<file path="config.mk">
export PLATFORM = sky130hd
export DESIGN_NAME = jtvigil_scr2_fetch
export DESIGN_NICKNAME = d
export VERILOG_FILES = /design/src/rtl/jtvigil_scr2_fetch.sv
export SDC_FILE = /design/constraint.sdc
export NUM_CORES = 1
export LEC_CHECK = 0
export BUFFER_PORTS_ARGS = -buffer_cell sky130_fd_sc_hd__buf_2
export CAP_MARGIN = 40
export CORE_MARGIN = 1.5
export CORE_UTILIZATION = 30
export CTS_CLUSTER_SIZE = 8
export DETAILED_ROUTE_END_ITERATION = 16
export GPL_TIMING_DRIVEN = 0
export PLACE_DENSITY_LB_ADDON = 0.1
export SKIP_LAST_GASP = 1
export SLEW_MARGIN = 20
export SYNTH_ARGS = -nofsm -noshare
export SYNTH_HDL_FRONTEND = slang
export SYNTH_SLANG_ARGS = --single-unit
</file>
<file path="constraint.sdc">
create_clock -name clk -period 5.5 [get_ports clk]
set_clock_uncertainty 0.05 [all_clocks]
set_input_delay 1.1 -clock clk [delete_from_list [all_inputs] [get_ports clk]]
set_output_delay 1.1 -clock clk [all_outputs]
set_load 0.1 [all_outputs]
</file>
<file path="src/rtl/jtvigil_scr2_fetch.sv">
// jtvigil_scr2_fetch
//   Background (scroll layer 2) pixel fetch for the Vigilante video board.
//   A two-stage pixel pipeline turns the video counters and horizontal scroll
//   into an 11-bit scrolled position, and a small two-word buffer (cur/nxt)
//   feeds 4bpp pixels out of 32-bit ROM words.  A fetch FSM keeps the word
//   for the next column (in scan direction) prefetched into nxt.
//
// Ports
//   clk       system clock (48 MHz), all logic on the rising edge
//   rst       synchronous active-high reset
//   pxl_cen   pixel clock enable (6 MHz), one clk wide
//   flip      screen flip: mirrors h and v, reverses scan direction
//   h, v      current horizontal / vertical video counters (9 bit)
//   scrpos    horizontal scroll position in pixels (11 bit, wraps)
//   rom_addr  ROM word address {2'b00, row, column}
//   rom_cs    ROM request, held until the word is accepted
//   rom_ok    ROM data valid
//   rom_data  ROM word, eight 4bpp pixels, pixel n = bits [4n+3:4n]
//   pxl       background colour index, 0 = transparent
module jtvigil_scr2_fetch (
  input  logic        clk,
  input  logic        rst,
  input  logic        pxl_cen,
  input  logic        flip,
  input  logic [8:0]  h,
  input  logic [8:0]  v,
  input  logic [10:0] scrpos,
  output logic [17:0] rom_addr,
  output logic        rom_cs,
  input  logic        rom_ok,
  input  logic [31:0] rom_data,
  output logic [3:0]  pxl
);

  typedef enum logic {IDLE, WAIT} state_t;

  state_t      state, state_nx;
  logic [10:0] e_r;
  logic [7:0]  row_r;
  logic [8:0]  v_last;
  logic [8:0]  h_x;
  logic [7:0]  col, tgt;

  logic [31:0] cur_data, nxt_data;
  logic [7:0]  cur_tag, nxt_tag, pend_tag;
  logic        cur_vld, nxt_vld;
  logic        ok_skip;

  logic        cur_hit, nxt_hit, tgt_have, promote, new_line, fetch_done;
  logic        cs_nx, skip_nx;
  logic [17:0] addr_nx;
  logic [7:0]  pend_nx;

  function automatic logic [3:0] nib_sel(input logic [31:0] w, input logic [2:0] n);
    return w[{n, 2'b00} +: 4];
  endfunction

  assign h_x      = flip ? ~h : h;
  assign col      = e_r[10:3];
  assign tgt      = flip ? col - 8'd1 : col + 8'd1;
  assign cur_hit  = cur_vld && (cur_tag == col);
  assign nxt_hit  = nxt_vld && (nxt_tag == col);
  assign tgt_have = (cur_vld && (cur_tag == tgt)) || (nxt_vld && (nxt_tag == tgt));
  // Promotion is not gated by pxl_cen: once the scrolled position enters the
  // column held in nxt, that word moves to cur straight away so the prefetch
  // of the following column cannot overwrite it before it is displayed.
  assign promote    = !cur_hit && nxt_hit;
  assign new_line   = pxl_cen && (v != v_last);
  assign fetch_done = (state == WAIT) && !ok_skip && rom_ok;

  // ---- stage 1: scrolled position and row ----
  always_ff @(posedge clk) begin
    if (rst) begin
      e_r    <= 11'd0;
      row_r  <= 8'd0;
      v_last <= 9'd0;
    end else if (pxl_cen) begin
      e_r    <= scrpos + {2'b00, h_x};
      row_r  <= v[7:0] ^ {8{flip}};
      v_last <= v;
    end
  end

  // ---- stage 2: pixel output ----
  always_ff @(posedge clk) begin
    if (rst) begin
      pxl <= 4'd0;
    end else if (pxl_cen) begin
      pxl <= cur_hit ? nib_sel(cur_data, e_r[2:0]) :
             nxt_hit ? nib_sel(nxt_data, e_r[2:0]) : 4'd0;
    end
  end

  // Buffer tags and valid flags.  Statement order gives the priorities:
  // a new line clears both flags, and a completing fetch wins nxt even when
  // the old nxt is being promoted on the same clk.
  always_ff @(posedge clk) begin
    if (rst) begin
      cur_vld <= 1'b0;
      nxt_vld <= 1'b0;
      cur_tag <= 8'd0;
      nxt_tag <= 8'd0;
    end else begin
      if (promote) begin
        cur_tag <= nxt_tag;
        cur_vld <= 1'b1;
        nxt_vld <= 1'b0;
      end
      if (new_line) begin
        cur_vld <= 1'b0;
        nxt_vld <= 1'b0;
      end
      if (fetch_done) begin
        nxt_tag <= pend_tag;
        nxt_vld <= 1'b1;
      end
    end
  end

  always_ff @(posedge clk) begin
    if (promote)    cur_data <= nxt_data;
    if (fetch_done) nxt_data <= rom_data;
  end

  // ---- fetch FSM ----
  always_ff @(posedge clk) begin
    if (rst) begin
      state    <= IDLE;
      rom_cs   <= 1'b0;
      rom_addr <= 18'd0;
      pend_tag <= 8'd0;
      ok_skip  <= 1'b0;
    end else begin
      state    <= state_nx;
      rom_cs   <= cs_nx;
      rom_addr <= addr_nx;
      pend_tag <= pend_nx;
      ok_skip  <= skip_nx;
    end
  end

  always_comb begin
    state_nx = state;
    cs_nx    = rom_cs;
    addr_nx  = rom_addr;
    pend_nx  = pend_tag;
    skip_nx  = ok_skip;
    case (state)
      IDLE: begin
        cs_nx = 1'b0;
        if (!tgt_have) begin
          addr_nx  = {2'b00, row_r, tgt};
          cs_nx    = 1'b1;
          pend_nx  = tgt;
          // rom_ok may still be high from the previous request
          skip_nx  = 1'b1;
          state_nx = WAIT;
        end
      end
      WAIT: begin
        if (ok_skip) begin
          skip_nx = 1'b0;
        end else if (rom_ok) begin
          cs_nx    = 1'b0;
          state_nx = IDLE;
        end
      end
      default: state_nx = IDLE;
    endcase
  end

endmodule

</file>
# ---- After elaboration in Yosys (flattened, before gate mapping)
# Cells that the tools add are included.
dict set report classes {
  reduce_logical 15
  bitwise_logic 4
  shift 2
  addsub 3
  n_eq_ne 8
  n_mux 16
}
# op n
set op_table {}
lappend op_table {{indexed part select 32 x 6 -> 4 bit} 2}
lappend op_table {{equality test 8 bit} 4}
lappend op_table {{adder 11 x 9 -> 11 bit} 1}
lappend op_table {{2-to-1 mux 1 bit} 9}
lappend op_table {{2-to-1 mux 9 bit} 1}
lappend op_table {{!= test 9 bit} 1}
lappend op_table {{inverter 9 bit} 1}
lappend op_table {{adder 8 x 1 -> 8 bit (second input constant)} 1}
lappend op_table {{logical AND 1 bit} 8}
lappend op_table {{2-to-1 mux 4 bit} 2}
lappend op_table {{2-to-1 mux 8 bit} 1}
lappend op_table {{subtractor 8 x 1 -> 8 bit (second input constant)} 1}
lappend op_table {{bitwise XOR 8 bit} 1}
lappend op_table {{!= test 2 bit (second input constant)} 3}
lappend op_table {{case mux 1 bit (2 select lines)} 3}
lappend op_table {{AND reduction 2 bit} 2}
lappend op_table {{nonzero test 3 bit} 1}
lappend op_table {{logical NOT 1 bit} 2}
lappend op_table {{inverter 1 bit} 2}
lappend op_table {{OR reduction 2 bit} 1}
lappend op_table {{logical OR 1 bit} 1}
dict set report word_totals {
  ff_bits 141
  output_inout_bits 23
  input_bits 66
  word_cells 63
}

# ---- Depth between registers and ports, before layout
dict set report logic_depth {
  depth_word 7
  ltp_mapped 12
  mapped_depth_nobuf 10
}

# ---- Least setup slack after synthesis
# Ideal clock, no wire load.
dict set report synth_path {
  kind {input -> register}
  startpoint {input flip}
  endpoint {register e_r[10]}
  arrival_ps 4049
  path_buffers 2
  path_slack_ps 1315
  stages 12
  t_required_ps 5364
  setup_ps 86
  cell_sequence {clkbuf_1 > buf_1 > xor2_1 > ha_1 > fa_1 > a21o_1 > a21oi_1 > o21bai_1 > a2111o_1 > a32oi_1 > xor2_1 > a211oi_1}
}
dict set report synth_via {
  elab_chain_cells 2
}
# element line_no
set synth_rtl {}
lappend synth_rtl {{from (decl)} 24} ;# input logic flip,
lappend synth_rtl {{2-to-1 mux 9 bit} 58} ;# assign h_x = flip ? ~h : h;
lappend synth_rtl {{adder 11 x 9 -> 11 bit} 78} ;# e_r <= scrpos + {2'b00, h_x};
lappend synth_rtl {{to (signal assigned)} 78}
lappend synth_rtl {{to (decl)} 38} ;# logic [10:0] e_r;
# Every way passes these cells.
# A chain may end at the register's enable or synchronous reset.

# ---- Worst setup path in the final report
# Ends and elaborated chain as after synthesis.

==> results by group <==
Run status
  • Status: finished clean

Die
  • Die ar.: 22,810 µm²
  • Initial Utilization: 0.3088
  • DIE WIDTH: 151.0 µm
  • Ports: 89
  • Die Span Y: 151.0 µm
  • Row count: 53
  • Core area: 21,290 µm²

Critical path
  • Setup crit start kind: input pin
  • Critical path required time: 5.78 ns
  • Worst setup EP type: flip-flop
  • CP Max Fanout: 10
  • Worst EP arrival: 4.85 ns
  • Crit path kind: input pin to flip-flop

Global route
  • Gr usage total: 0.1483
  • Largest net degree at the start of global routing: 42
  • Grt total ovfl: 0
  • Vias in the first global route: 4,663
  • First-pass GRT wire length: 25,260 µm
  • Initial antenna violation count: 0

STA
  • Final critical-path required period: 4.571 ns
  • F_max: 0.2188 GHz
  • Setup-failing EPs final: 0
  • Worst slew margin: 0.4788
  • Slew Limit Fails: 0
  • Crit share post-route: 0.8311
  • RSZ-0062 raised after global routing: no
  • Final hold vios: 0
  • Setup TNS: 0 ns
  • Slew @ Worst Pin: 0.7818 ns

Clocking
  • Clock tree buffer depth: 2
  • Post_cts resized: 0
  • Clock Tree Root: clkbuf_16
  • Post-CTS setup repair buffer count: 0
  • Worst-path clk slew: 0.06 ns
  • Clk sink count: 133
  • H-Tree Depth: 4
  • CTS Buf Count: 17
  • Hold-fix buffer count after cts: 0
  • Clk_lat worst skew: 0.42 ns
  • CTS tree: yes

Routing
  • Vias post-DR: 4,620
  • Avg WL per Cell: 16.46 µm
  • Routed Wire Length: 15,840 µm
  • DR DRC count: 0
  • Initial DRC count: 290
  • Vias per cell: 4.802
  • Detailed-router iteration count before antenna repair: 4
  • Antenna-violating nets left: 0

Yosys
  • Sequential-to-total area share from yosys stat: 0.5025
  • Post-synth EDFFs: 64
  • Yosys warns: 0
  • Asr flop ratio synth: 0
  • Most used DFF post-synth: dfxtp_1
  • Cell count after synthesis: 567
  • Mapped Area: 6574 µm²
  • #FFs+latches synth: 133
  • Syn_area_per_cell: 11.59 µm²
  • Distinct cells, synth: 68

Final layout
  • Register Area: 3303 µm²
  • Area of the multi-input gates: 3075 µm²
  • Area growth, synth to finish: 21.49%
  • Commonest non-fill, non-tap cell in the layout: buf_2
  • Diodes inserted: 0
  • Commonest non-fill, non-tap cells in the layout: 88 x buf_2, 69 x dfxtp_1, 64 x edfxtp_1
  • # fillers: 2,081
  • Net count, final: 757
  • Layout cells sized above 1: 0.2373
  • Fin util: 0.3752

Power and ir drop
  • LEAKAGE: 0.003106 µW
  • Worst vdd ir: 195.0 µV
  • PwrDens: 358.8 nW/µm²

Flow run
  • Max_cap viols: 0

Min path
  • HP Class: flip-flop to flip-flop

Placed design
  • DP HPWL: 11,950 µm
  • GPL Wtd Cong: 0.8683
  • IO buf count: 85
[metal layers]
layer	share of wire	wire, µm	track usage
met1	0.48	7544	0.1973
met4	0.013	207	0.05485
met5	0	0	0
met2	0.47	7461	0.2379
met3	0.039	621	0.03072
[cell families after synthesis]
family,synth area share
XOR/XNOR,0.09307
flip-flops,0.5025
buffers and inverters,0.03026
AO/OA/AOI/OAI,0.1028
AND/OR/NAND/NOR,0.1211
other,0.0005704
multiplexers,0.1152
adder cells (fa/ha/maj),0.03464
[critical path, stage by stage]
cell,delay [ns]
buf_2,0.23
clkbuf_1,0.50
buf_1,0.66
xor2_1,0.15
ha_1,0.24
fa_1,0.41
a21o_1,0.17
a21oi_1,0.23
o21bai_1,0.13
a2111o_1,0.48
a32oi_1,0.23
xor2_1,0.09
a211oi_1,0.22
[cells in the mapped netlist, types with 5 or more instances]
cell      number  share of area
dfxtp_1       69           0.21
edfxtp_1      64           0.29
nor2_1        44          0.025
mux2i_1       34          0.052
nand2_1       34          0.019
xnor2_1       31          0.041
xor2_1        31          0.041
a21oi_1       28          0.021
clkbuf_1      24          0.014
nand2b_1      24          0.023
mux4_2        16          0.055
nand3_1       16          0.012
ha_1          15          0.029
a211oi_1      13          0.015
nor3_1        13         0.0099
o21ai_0        8         0.0061
a21o_1         7         0.0080
buf_1          7         0.0040
inv_1          6         0.0034
nor2b_1        5         0.0048
nor4_1         5         0.0048
[final timing paths]
kind                            cells past startpoint           end  slack (ns)          from
worst max-delay path                               13       e_r[10]        0.93          flip
worst min-delay path                                0  cur_data[15]        0.39  nxt_data[15]
worst max register to register                      9  cur_data[24]        1.94        e_r[3]
worst min register to register                      0  cur_data[15]        0.39  nxt_data[15]
[layout make-up]
type | instances | area share
Buffer | 38 | 0.02162
Clock buffer | 23 | 0.06423
Clock inverter | 9 | 0.01081
Inverter | 7 | 0.003447
Multi-Input combinational cell | 390 | 0.3851
Sequential cell | 133 | 0.4136
Tap cell | 275 | 0.04308
Timing Repair Buffer | 87 | 0.05812
[sequential cells by signal, indices dropped and copies added (netlist names)]
register / count
nxt_vld: 1
nxt_data: 32
row_r: 8
ok_skip: 1
pend_tag: 7
cur_data: 32
rom_cs: 1
nxt_tag: 8
cur_tag: 8
rom_addr: 9
v_last: 9
state: 1
pxl: 4
cur_vld: 1
e_r: 11
[power breakdown]
part           switching (µW)  internal [µW]
registers                41.8           1090
clock network             436            706
logic                     367            222
total                     845           2020
[per-stage QoR]
step                      power (µW)  instances  setup WS (ns)  instance area (µm²)  hold WS (ns)
after global routing            3003        962         0.6608                 7986        0.4099
after CTS                       2905        962         0.9269                 7986        0.4009
after global placement          1741        928         0.4868                 7347        0.3826
final                           2865        962         0.9290                 7986        0.3944
after floorplan                 1598        568          1.315                 6578        0.3707
after detailed placement        1749        930         0.5065                 7387        0.3845
Power figures use the tool's default switching activity.
